`src/rtl/serial_in_pkg.sv`:
```
// Shared types and constants for the serial-input transmitter.
package serial_in_pkg;

    localparam int SI_WIDTH = 16;

    typedef enum logic {
        IDLE  = 1'b0,
        SHIFT = 1'b1
    } si_state_t;

    localparam logic ORDER_MSB = 1'b0;
    localparam logic ORDER_LSB = 1'b1;

endpackage

```
`src/rtl/sync_fifo.sv`:
```
// Word FIFO with a combinational head read; pointers carry an extra wrap bit.
module sync_fifo #(
    parameter int WIDTH = 16,
    parameter int DEPTH = 4
) (
    input  logic                   clk,
    input  logic                   rst_n,
    input  logic                   push,
    input  logic                   pop,
    input  logic [WIDTH-1:0]       din,
    output logic                   full,
    output logic                   empty,
    output logic [$clog2(DEPTH):0] count,
    output logic [WIDTH-1:0]       dout
);

    localparam int AW = $clog2(DEPTH);

    logic [AW:0]      wr_ptr;
    logic [AW:0]      rd_ptr;
    logic [WIDTH-1:0] mem [DEPTH];
    logic             do_push;
    logic             do_pop;

    assign full    = (wr_ptr[AW] != rd_ptr[AW]) && (wr_ptr[AW-1:0] == rd_ptr[AW-1:0]);
    assign empty   = (wr_ptr == rd_ptr);
    assign count   = wr_ptr - rd_ptr;
    assign dout    = mem[rd_ptr[AW-1:0]];
    assign do_push = push && !full;
    assign do_pop  = pop && !empty;

    always_ff @(posedge clk or negedge rst_n) begin
        if (!rst_n) begin
            wr_ptr <= '0;
            rd_ptr <= '0;
        end else begin
            if (do_push) wr_ptr <= wr_ptr + 1'b1;
            if (do_pop)  rd_ptr <= rd_ptr + 1'b1;
        end
    end

    // Storage needs no reset: emptiness is defined by the pointers alone.
    always_ff @(posedge clk) begin
        if (do_push) mem[wr_ptr[AW-1:0]] <= din;
    end

endmodule

```
`src/rtl/serial_in_tx.sv`:
```
// Serial-input transmitter: buffers host words and presents one bit per core take.
//
//   state | meaning
//   IDLE  | shift register empty; loads the FIFO head when one is waiting
//   SHIFT | word in shift register; si_bit valid, advances on each si_take
module serial_in_tx
    import serial_in_pkg::*;
#(
    parameter int WIDTH = SI_WIDTH,
    parameter int DEPTH = 4
) (
    input  logic                   clk,
    input  logic                   rst_n,
    input  logic [WIDTH-1:0]       wr_data,
    input  logic                   wr_valid,
    output logic                   wr_ready,
    input  logic                   si_take,
    input  logic                   si_lsb_first,
    output logic                   si_bit,
    output logic                   si_valid,
    output logic                   underrun,
    output logic [$clog2(DEPTH):0] fifo_count
);

    localparam int CW = $clog2(WIDTH);

    si_state_t        state, state_nx;
    logic [WIDTH-1:0] sr, sr_nx;
    logic [CW-1:0]    bit_cnt, cnt_nx;
    logic             order, order_nx;
    logic             order_locked, locked_nx;
    logic             eff_order;
    logic             lsb_now;

    logic             fifo_full;
    logic             fifo_empty;
    logic             fifo_pop;
    logic [WIDTH-1:0] fifo_dout;

    assign wr_ready = !fifo_full;

    sync_fifo #(
        .WIDTH (WIDTH),
        .DEPTH (DEPTH)
    ) u_fifo (
        .clk   (clk),
        .rst_n (rst_n),
        .push  (wr_valid && wr_ready),
        .pop   (fifo_pop),
        .din   (wr_data),
        .full  (fifo_full),
        .empty (fifo_empty),
        .count (fifo_count),
        .dout  (fifo_dout)
    );

    // Until the first take the order follows the live input; afterwards it is frozen.
    assign eff_order = order_locked ? order : si_lsb_first;
    assign lsb_now   = (eff_order == ORDER_LSB);

    always_ff @(posedge clk or negedge rst_n) begin
        if (!rst_n) begin
            state        <= IDLE;
            sr           <= '0;
            bit_cnt      <= '0;
            order        <= ORDER_MSB;
            order_locked <= 1'b0;
        end else begin
            state        <= state_nx;
            sr           <= sr_nx;
            bit_cnt      <= cnt_nx;
            order        <= order_nx;
            order_locked <= locked_nx;
        end
    end

    always_comb begin
        state_nx  = state;
        sr_nx     = sr;
        cnt_nx    = bit_cnt;
        order_nx  = order;
        locked_nx = order_locked;
        fifo_pop  = 1'b0;
        si_valid  = 1'b0;
        si_bit    = 1'b0;
        underrun  = 1'b0;

        case (state)
            IDLE: begin
                underrun = si_take;
                if (!fifo_empty) begin
                    fifo_pop  = 1'b1;
                    sr_nx     = fifo_dout;
                    cnt_nx    = '0;
                    locked_nx = 1'b0;
                    state_nx  = SHIFT;
                end
            end
            SHIFT: begin
                si_valid = 1'b1;
                si_bit   = lsb_now ? sr[0] : sr[WIDTH-1];
                if (si_take) begin
                    if (!order_locked) begin
                        order_nx  = si_lsb_first;
                        locked_nx = 1'b1;
                    end
                    sr_nx  = lsb_now ? {1'b0, sr[WIDTH-1:1]} : {sr[WIDTH-2:0], 1'b0};
                    cnt_nx = bit_cnt + CW'(1);
                    if (bit_cnt == CW'(WIDTH - 1)) begin
                        cnt_nx    = '0;
                        locked_nx = 1'b0;
                        if (!fifo_empty) begin
                            // Back-to-back reload keeps si_valid high across words.
                            fifo_pop = 1'b1;
                            sr_nx    = fifo_dout;
                        end else begin
                            state_nx = IDLE;
                        end
                    end
                end
            end
            default: state_nx = IDLE;
        endcase
    end

endmodule

```
`config.mk`:
```
export PLATFORM = sky130hd
export DESIGN_NAME = serial_in_tx
export DESIGN_NICKNAME = d
export VERILOG_FILES = /design/src/rtl/serial_in_pkg.sv /design/src/rtl/sync_fifo.sv /design/src/rtl/serial_in_tx.sv
export SDC_FILE = /design/constraint.sdc
export NUM_CORES = 1
export LEC_CHECK = 0
export CAP_MARGIN = 25
export CORE_AREA = 2 2 107 109
export DETAILED_ROUTE_END_ITERATION = 6
export DIE_AREA = 0 0 109 111
export PLACE_DENSITY = 0.63
export SLEW_MARGIN = 40
export SYNTH_ARGS = -nofsm -noshare
export SYNTH_HDL_FRONTEND = slang
export SYNTH_SLANG_ARGS = --single-unit
```
`constraint.sdc`:
```
create_clock -name clk -period 5.2 [get_ports clk]
set_input_delay 1.04 -clock clk [delete_from_list [all_inputs] [get_ports clk]]
set_output_delay 1.04 -clock clk [all_outputs]
set_load 0.02 [all_outputs]
```
==> impl_metrics.yaml, run 1 <==
finish:
  syn_to_final_growth_pct: 18.8
  nNetsFinal: 315
  final_layout_size_suffix_gt1_share_pct: 21.0
  fin_area_um2: 4820
  final_core_util_pct: 43.5
  num_antenna_cells: 0
  seq_area_um2: 2650
  nFillCells: 976
  multi_input_area_um2: 1330
timing:
  setup_violations: 0
  fin_crit_sh_pct: 73.5
  worst_pin_slew_ps: 644
  finalClockSkew_ps: 6.48
  maxSlewHeadroom_pct: 57.0
  rsz0062_at_grt: "no"
  drv_slew: 0
  fmax_mhz: 262
  finalHoldViolations: 0
  final.min_clock_period_ps: 3820
  tns_ps: 0
floorplanning:
  die_h_um: 111
  coreArea_um2: 11100
  die_area_um2: 12100
  std_cell_rows: 39
  io_pins: 28
  die_w_um: 109
  start_util_pct: 36.6
hold_path:
  hold_start: "sr[10]"
  worstHoldPathCells: 2
  hold_path_class: "reg2reg"
detailed_routing:
  wl_per_cell_um: 16.2
  routed_via_density: 4.91
  ant_nets: 0
  first_pass_iters: 5
  vias: 2126
  drc_errors: 0
  routed_wl_um: 7020
  drt-initial-drc-count: 72
yosys:
  syn_area_per_cell_um2: 16.0
  ys_top_cells_by_count: "64 x edfxtp_1, 29 x dfrtp_1, 29 x nand2_1, 18 x mux2i_1, 18 x o21ai_0"
  ys_seq_area_share_pct: 65.3
  ys_types: 35
  syn-cell-area_um2: 4060
  yosysMostFrequentCell: "edfxtp_1"
  synth_top_area_share_pct: 47.4
  syn_nets: 284
  ys_top_cells_by_area: "edfxtp_1 47%, dfrtp_1 18%, mux4_2 8.9%"
  synth_edf_count: 64
  synth_cells: 254
  synth-async-reset-ratio_pct: 31.2
  yosysTopAreaCell: "edfxtp_1"
  ys_warn_count: 0
  ys_ff_latch: 93
  synth-main-ff-cell: "edfxtp_1"
placement:
  gp_congestion: 0.716
  io_buffers: 27
  dpl.hpwl_um: 4440
  placed_cell_area_um2: 4490
global_routing:
  overflow: 0
  antenna_found_initial: 0
  grt_pass1_vias: 2255
  grt_pass1_wl_um: 11700
  grt_use_total_pct: 12.9
  grt_max_degree: 30
pwr:
  p_sw_uw: 822
  cellPowerDensity_nw_per_um2: 550
  p_comb_share_pct: 30.8
  power.leakage_nw: 1.87
  p_sw_share_pct: 31.0
  p_int_mw: 1.83
  power_frac_clock_pct: 26.4
  sequentialPowerShare_pct: 42.8
  ir_worst_vdd_v: 0.000203
critical_path:
  cp_max_fo: 17
  cp-start-kind: "primary input"
  critPathCaptureType: "output port"
  rr_startpoint: "u_fifo.rd_ptr[1]"
  crit_type: "in2out"
  startpoint: "si_lsb_first"
  critical_path_required_ps: 4160
  reg2regPathDepth: 4
  critPathArrivalTime_ps: 2780
clocking:
  cts_tree: "built"
  root_buffer: "clkbuf_16"
  cts.sinks: 93
  clk_pin_slew_ps: 70
  numCtsBuffers: 9
  cts_resized: 0
  h-tree-depth: 3
  postCtsHoldBufs: 0
  post_cts_buffers: 0
  clkLatencyLatePin_ps: 340
  clk_path_buf_depth: 2
outcome:
  outcome: "complete, no violations"
job:
  cap_violations: 0
## power groups by stage
| stage | registers [mW] | clock network, mW | logic [mW] |
|---|---|---|---|
| 2_1_floorplan | 1.10 | 0 | 0.611 |
| 3_3_place_gp | 1.15 | 0 | 0.819 |
| 3_5_place_dp | 1.16 | 0 | 0.841 |
| 4_1_cts | 1.14 | 0.713 | 0.840 |
| 5_1_grt | 1.16 | 0.743 | 0.907 |
| 6_report | 1.13 | 0.700 | 0.817 |
## logic make-up after synthesis
logic type | Yosys count | share of synthesized area [%]
xor gates and xnor gates | 6 | 1.48
AOI/OAI and AO/OA | 29 | 4.66
buffers and inverters | 18 | 2.19
DFF | 93 | 65.3
and+or+nand+nor | 48 | 5.31
adders and majority gates | 9 | 2.96
muxes | 51 | 18.1
## worst paths after layout
| path | to | slack [ps] |
|---|---|---|
| worst min register to register | sr[10] | 500 |
| worst max-delay path | si_bit | 1380 |
| worst max register to register | u_fifo.mem[3][4] | 2680 |
| worst min-delay path | sr[10] | 500 |
| max in group asynchronous | u_fifo.rd_ptr[1] | 3800 |
| min in group asynchronous | sr[10] | 1090 |
## area by class of cell
class / instances / area share [%]
Sequential cell: 93 / 55.0
Multi-Input combinational cell: 143 / 27.7
Timing Repair Buffer: 32 / 6.47
Clock buffer: 10 / 4.75
Tap cell: 143 / 3.71
Clock inverter: 6 / 1.95
Inverter: 6 / 0.468
## state kept, by name (all words and copies together), names as in the netlist
register	count
u_fifo.mem	64
order	1
state	1
u_fifo.wr_ptr	3
sr	16
u_fifo.rd_ptr	3
bit_cnt	4
order_locked	1
## through the flow
stage | std cells | hold slack [ps] | total power, mW | setup WS [ps]
detailed placement | 417 | 487 | 2.00 | 1370
global placement | 415 | 475 | 1.97 | 1350
finish | 433 | 501 | 2.65 | 1380
floorplan | 254 | 458 | 1.71 | 2140
global route | 433 | 530 | 2.81 | 1300
CTS | 433 | 502 | 2.70 | 1360
## worst max-delay path, cell delays in order
cell and delay (ps):
clkdlybuf4s50_1 440, mux2i_2 160, buf_4 270, mux2i_1 110, nor2b_1 150, clkdlybuf4s50_1 620
## layer usage
layer / share of wire [%] / up-vias / global-route usage (%)
met4: 1.6 / 0 / 5.64
li1: - / 1016 / -
met1: 46 / 1077 / 17.1
met5: 0 / - / 0
met2: 51 / 25 / 21.0
met3: 2.1 / 8 / 2.12
## cells in the final DEF (no fill, tap or decap), types with 2 or more instances in the layout
cell type	synthesis	routed
and2_2	0	4
buf_4	2	4
bufinv_16	0	2
clkbuf_16	0	9
clkdlybuf4s50_1	0	27
dfrtp_1	29	28
edfxtp_1	64	64
ha_1	8	8
inv_1	6	6
inv_6	0	2
mux2_2	16	16
mux2i_1	18	18
mux4_2	16	16
nand2_1	29	29
nand3_1	5	5
nor2_1	2	2
nor2b_1	3	3
o21ai_0	18	18
o21ai_1	4	4
xnor2_1	2	2
xor2_1	3	3
(Power assumes the default switching activity.)
==> run 2: changes to the inputs <==
==> constraint.sdc (replaced) <==
create_clock -name clk -period 3.84 [get_ports clk]
set_input_delay 0.768 -clock clk [delete_from_list [all_inputs] [get_ports clk]]
set_output_delay 0.768 -clock clk [all_outputs]
set_load 0.02 [all_outputs]
==> run 2 against run 1 <==
Effect of this change:
- hold slack improved by 0.84 ps
- highest routed layer unchanged
- via count grew 0.66%
- first-iteration DRC count grew 4.2%
- core utilization rose by 0.14 points
- die area stayed put
- worst setup slack worse by 580 ps
- flip-flop and latch count is the same
- critical endpoint unchanged
- design area up 0.31%
- clock power rose by 35%
==> impl_metrics.yaml, run 2 (synthesis gave the netlist of run 1 again) <==
outcome:
  outcome: "complete, no violations"
timing:
  finalClockSkew_ps: 8.12
  fin_ws_ps: 800
  fmax_mhz: 329
  maxSlewHeadroom_pct: 54.9
  tns_ps: 0
  rsz0062_at_grt: "no"
  finalHoldViolations: 0
  worst_pin_slew_ps: 676
  final.min_clock_period_ps: 3040
  drv_slew: 0
  setup_violations: 0
  fin_crit_sh_pct: 79.2
  fin_hold_ws_ps: 502
floorplanning:
  die_area_um2: 12100
  die_w_um: 109
  start_util_pct: 36.6
  coreArea_um2: 11100
  std_cell_rows: 39
  die_h_um: 111
  io_pins: 28
finish:
  largest_reg_flops: 64
  final_layout_size_suffix_gt1_share_pct: 20.1
  fin_area_um2: 4830
  mostFrequentLayoutCells: "64 x edfxtp_1, 29 x nand2_1, 29 x dfrtp_1, 27 x clkdlybuf4s50_1"
  final_cells: 437
  num_antenna_cells: 0
  nNetsFinal: 319
  syn_to_final_growth_pct: 19.2
  final_core_util_pct: 43.6
  final_common_cell: "edfxtp_1"
pwr:
  cellPowerDensity_nw_per_um2: 746
  power.leakage_nw: 1.88
  finalPower_mw: 3.60
  ir_worst_vdd_v: 0.000284
detailed_routing:
  first_pass_iters: 4
  wl_per_cell_um: 15.9
  routed_via_density: 4.90
  routed_wl_um: 6970
  vias: 2140
  ant_nets: 0
  drc_errors: 0
  drt-initial-drc-count: 75
clocking:
  numCtsBuffers: 9
  root_buffer: "clkbuf_16"
  cts_resized: 0
  cts_tree: "built"
  h-tree-depth: 3
  post_cts_buffers: 0
  clkLatencyLatePin_ps: 340
  cts.sinks: 93
  postCtsHoldBufs: 0
  clk_pin_slew_ps: 60
  clk_path_buf_depth: 2
placement:
  dpl.hpwl_um: 4330
  numPlacedInstances: 421
  pre_cts_slack_ps: 770
  placed_cell_area_um2: 4510
  io_buffers: 27
  gp_congestion: 0.707
global_routing:
  grt_use_met3_pct: 2.29
  grt_pass1_vias: 2190
  grt_use_total_pct: 12.9
  grt_max_degree: 35
  overflow: 0
  grt_util_met1_pct: 16.6
  met2_usage_pct: 20.5
  grt_pass1_wl_um: 11600
  antenna_found_initial: 0
  grt.busiest_layer: "met2"
critical_path:
  critPathCaptureType: "output port"
  critPathArrivalTime_ps: 2270
  critical_path_required_ps: 3070
  cp-start-kind: "primary input"
  cp_max_fo: 2
  crit_type: "in2out"
job:
  cap_violations: 0
hold_path:
  hold_path_class: "reg2reg"
## run 2: changes by cell type in the layout (fill, tap and decap cells not counted)
| cell | previous run | this run |
|---|---|---|
| inv_6 | 2 | 1 |
| clkbuf_1 | 1 | 2 |
| buf_4 | 4 | 9 |
| and2_2 | 4 | 0 |
| dfrtp_2 | 1 | 0 |
| buf_6 | 1 | 0 |
| dfrtp_1 | 28 | 29 |
| and2_1 | 1 | 5 |
## run 2: layout make-up
cell class / instances / area [um2]
Multi-Input combinational cell: 143 / 1330
Inverter: 6 / 22.5
Tap cell: 143 / 179
Clock buffer: 11 / 233
Timing Repair Buffer: 36 / 338
Fill cell: 977 / 6240
Sequential cell: 93 / 2650
Clock inverter: 5 / 85.1
## run 2: worst max-delay path, stage by stage
cell             delay (ps)
clkdlybuf4s50_1         440
mux2i_2                 210
mux2i_1                 250
nor2b_1                  70
clkdlybuf4s50_1         530
## run 2: routing by layer
layer / vias up / routed length [um] / share of wire [%]
met2: 21 / 3490 / 50
li1: 1023 / - / -
met3: 11 / 154 / 2.2
met1: 1085 / 3170 / 46
met5: - / 0 / 0
met4: 0 / 155 / 2.2
## run 2: path summary, 6_finish.rpt
path	startpoint	to	slack, ps	depth (start not counted)
min reg2reg	sr[10]	sr[10]	500	2
max	si_lsb_first	si_bit	800	5
max reg2reg	u_fifo.rd_ptr[1]	sr[5]	1540	7
min in group asynchronous	rst_n	u_fifo.wr_ptr[0]	820	2
min	sr[10]	sr[10]	500	2
max in group asynchronous	rst_n	sr[10]	2740	2
## run 2: where the power goes
group,leakage (nW),switching [mW],total [mW],internal [mW]
Clock,0.150,0.370,0.944,0.574
Combinational,0.773,0.608,1.16,0.550
Sequential,0.957,0.135,1.50,1.37
==> run 3: changes to the inputs <==
==> constraint.sdc (replaced) <==
create_clock -name clk -period 3.2 [get_ports clk]
set_input_delay 0.64 -clock clk [delete_from_list [all_inputs] [get_ports clk]]
set_output_delay 0.64 -clock clk [all_outputs]
set_load 0.02 [all_outputs]
==> run 3 against run 2 <==
Effect of this change:
- design area decreased by 0.26%
- non-clock buffer count rose by 1
- combinational power up 22%
- flip-flop and latch count unchanged
- clock skew hardly changed
- die area is the same
- critical path depth unchanged
- first-iteration DRC count grew 1.3%
- via count grew 0.19%
- global-route usage down 0.33 points
- sequential share of layout area up 0.14 points
- worst setup slack got worse by 410 ps
==> impl_metrics.yaml, run 3 (synthesis gave the netlist of run 1 again) <==
finish:
  fin_area_um2: 4820
  final_core_util_pct: 43.5
  nNetsFinal: 320
  syn_to_final_growth_pct: 18.9
  final_cells: 438
  num_antenna_cells: 0
  largest_reg_flops: 64
  final_common_cell: "edfxtp_1"
  final_layout_size_suffix_gt1_share_pct: 20.7
  mostFrequentLayoutCells: "64 x edfxtp_1, 29 x nand2_1, 29 x dfrtp_1, 27 x clkdlybuf4s50_1"
  nFillCells: 983
floorplanning:
  io_pins: 28
  die_area_um2: 12100
  std_cell_rows: 39
  coreArea_um2: 11100
  start_util_pct: 36.6
  die_w_um: 109
  die_h_um: 111
global_routing:
  grt_util_met1_pct: 16.5
  grt_use_total_pct: 12.6
  met2_usage_pct: 20.4
  grt_use_met3_pct: 1.94
  grt_max_degree: 30
  overflow: 0
  antenna_found_initial: 0
  grt_pass1_vias: 2226
  grt.busiest_layer: "met2"
  grt_pass1_wl_um: 11400
clocking:
  postCtsHoldBufs: 0
  cts.sinks: 93
  numCtsBuffers: 9
  clkLatencyLatePin_ps: 330
  cts_tree: "built"
  root_buffer: "clkbuf_16"
  clk_path_buf_depth: 2
  h-tree-depth: 3
  clk_pin_slew_ps: 60
  post_cts_buffers: 0
  cts_resized: 0
pwr:
  cellPowerDensity_nw_per_um2: 872
  power.leakage_nw: 1.87
  ir_worst_vdd_v: 0.000328
timing:
  rsz0062_at_grt: "no"
  finalHoldViolations: 0
  fmax_mhz: 356
  worst_pin_slew_ps: 660
  final.min_clock_period_ps: 2810
  fin_hold_ws_ps: 505
  tns_ps: 0
  fin_crit_sh_pct: 87.9
  drv_slew: 0
  finalClockSkew_ps: 7.94
  setup_violations: 0
  maxSlewHeadroom_pct: 55.9
detailed_routing:
  drc_errors: 0
  wl_per_cell_um: 16.0
  drt-initial-drc-count: 76
  routed_wl_um: 7010
  routed_via_density: 4.89
  vias: 2144
  first_pass_iters: 4
  ant_nets: 0
placement:
  placed_cell_area_um2: 4540
  gp_congestion: 0.725
  dpl.hpwl_um: 4470
  numPlacedInstances: 422
  io_buffers: 27
job:
  cap_violations: 0
critical_path:
  critPathArrivalTime_ps: 2170
  critPathCaptureType: "output port"
  crit_type: "reg2out"
  r2r_setup_slack_ps: 870
  cp-start-kind: "register"
  cp_max_fo: 4
  critical_path_required_ps: 2560
outcome:
  outcome: "complete, no violations"
hold_path:
  hold_path_class: "reg2reg"
## run 3: area by class of cell
class	instances	area, um2	area share, %
Tap cell	143	179	3.71
Timing Repair Buffer	37	362	7.50
Clock buffer	9	225	4.67
Multi-Input combinational cell	143	1330	27.5
Inverter	6	22.5	0.467
Sequential cell	93	2650	54.9
Clock inverter	7	56.3	1.17
## run 3: worst max-delay path, stage by stage, from the launching register on
cell             delay, ps
dfrtp_1                370
inv_1                  110
ha_1                   200
fa_1                   370
xor2_1                 160
clkdlybuf4s50_1        620
## run 3: metrics by stage
step           setup slack (ps)  total power, mW
6_report                    389             4.20
5_1_grt                     294             4.47
4_1_cts                     369             4.28
3_5_place_dp                379             3.27
3_3_place_gp                380             3.23
2_1_floorplan               631             2.77
## run 3: per-layer routing
layer | routed length, um | share of wire [%]
met3 | 126 | 1.8
met4 | 129 | 1.8
met5 | 0 | 0
met1 | 3220 | 46
met2 | 3540 | 50
## run 3: final timing paths
check	startpoint	to	depth (start not counted)
max reg2reg	u_fifo.wr_ptr[0]	u_fifo.mem[3][7]	5
min in group asynchronous	rst_n	u_fifo.wr_ptr[0]	2
min reg2reg	sr[11]	sr[11]	2
max in group asynchronous	rst_n	sr[7]	2
max	u_fifo.wr_ptr[0]	fifo_count[2]	5
min	sr[11]	sr[11]	2
## run 3: where the power goes
group          internal (mW)  total (mW)  leakage (nW)  switching (mW)
combinational          0.671        1.41         0.783           0.738
sequential              1.64        1.80         0.957           0.161
clock                  0.536       0.990         0.132           0.454
total                   2.85        4.20          1.87            1.35
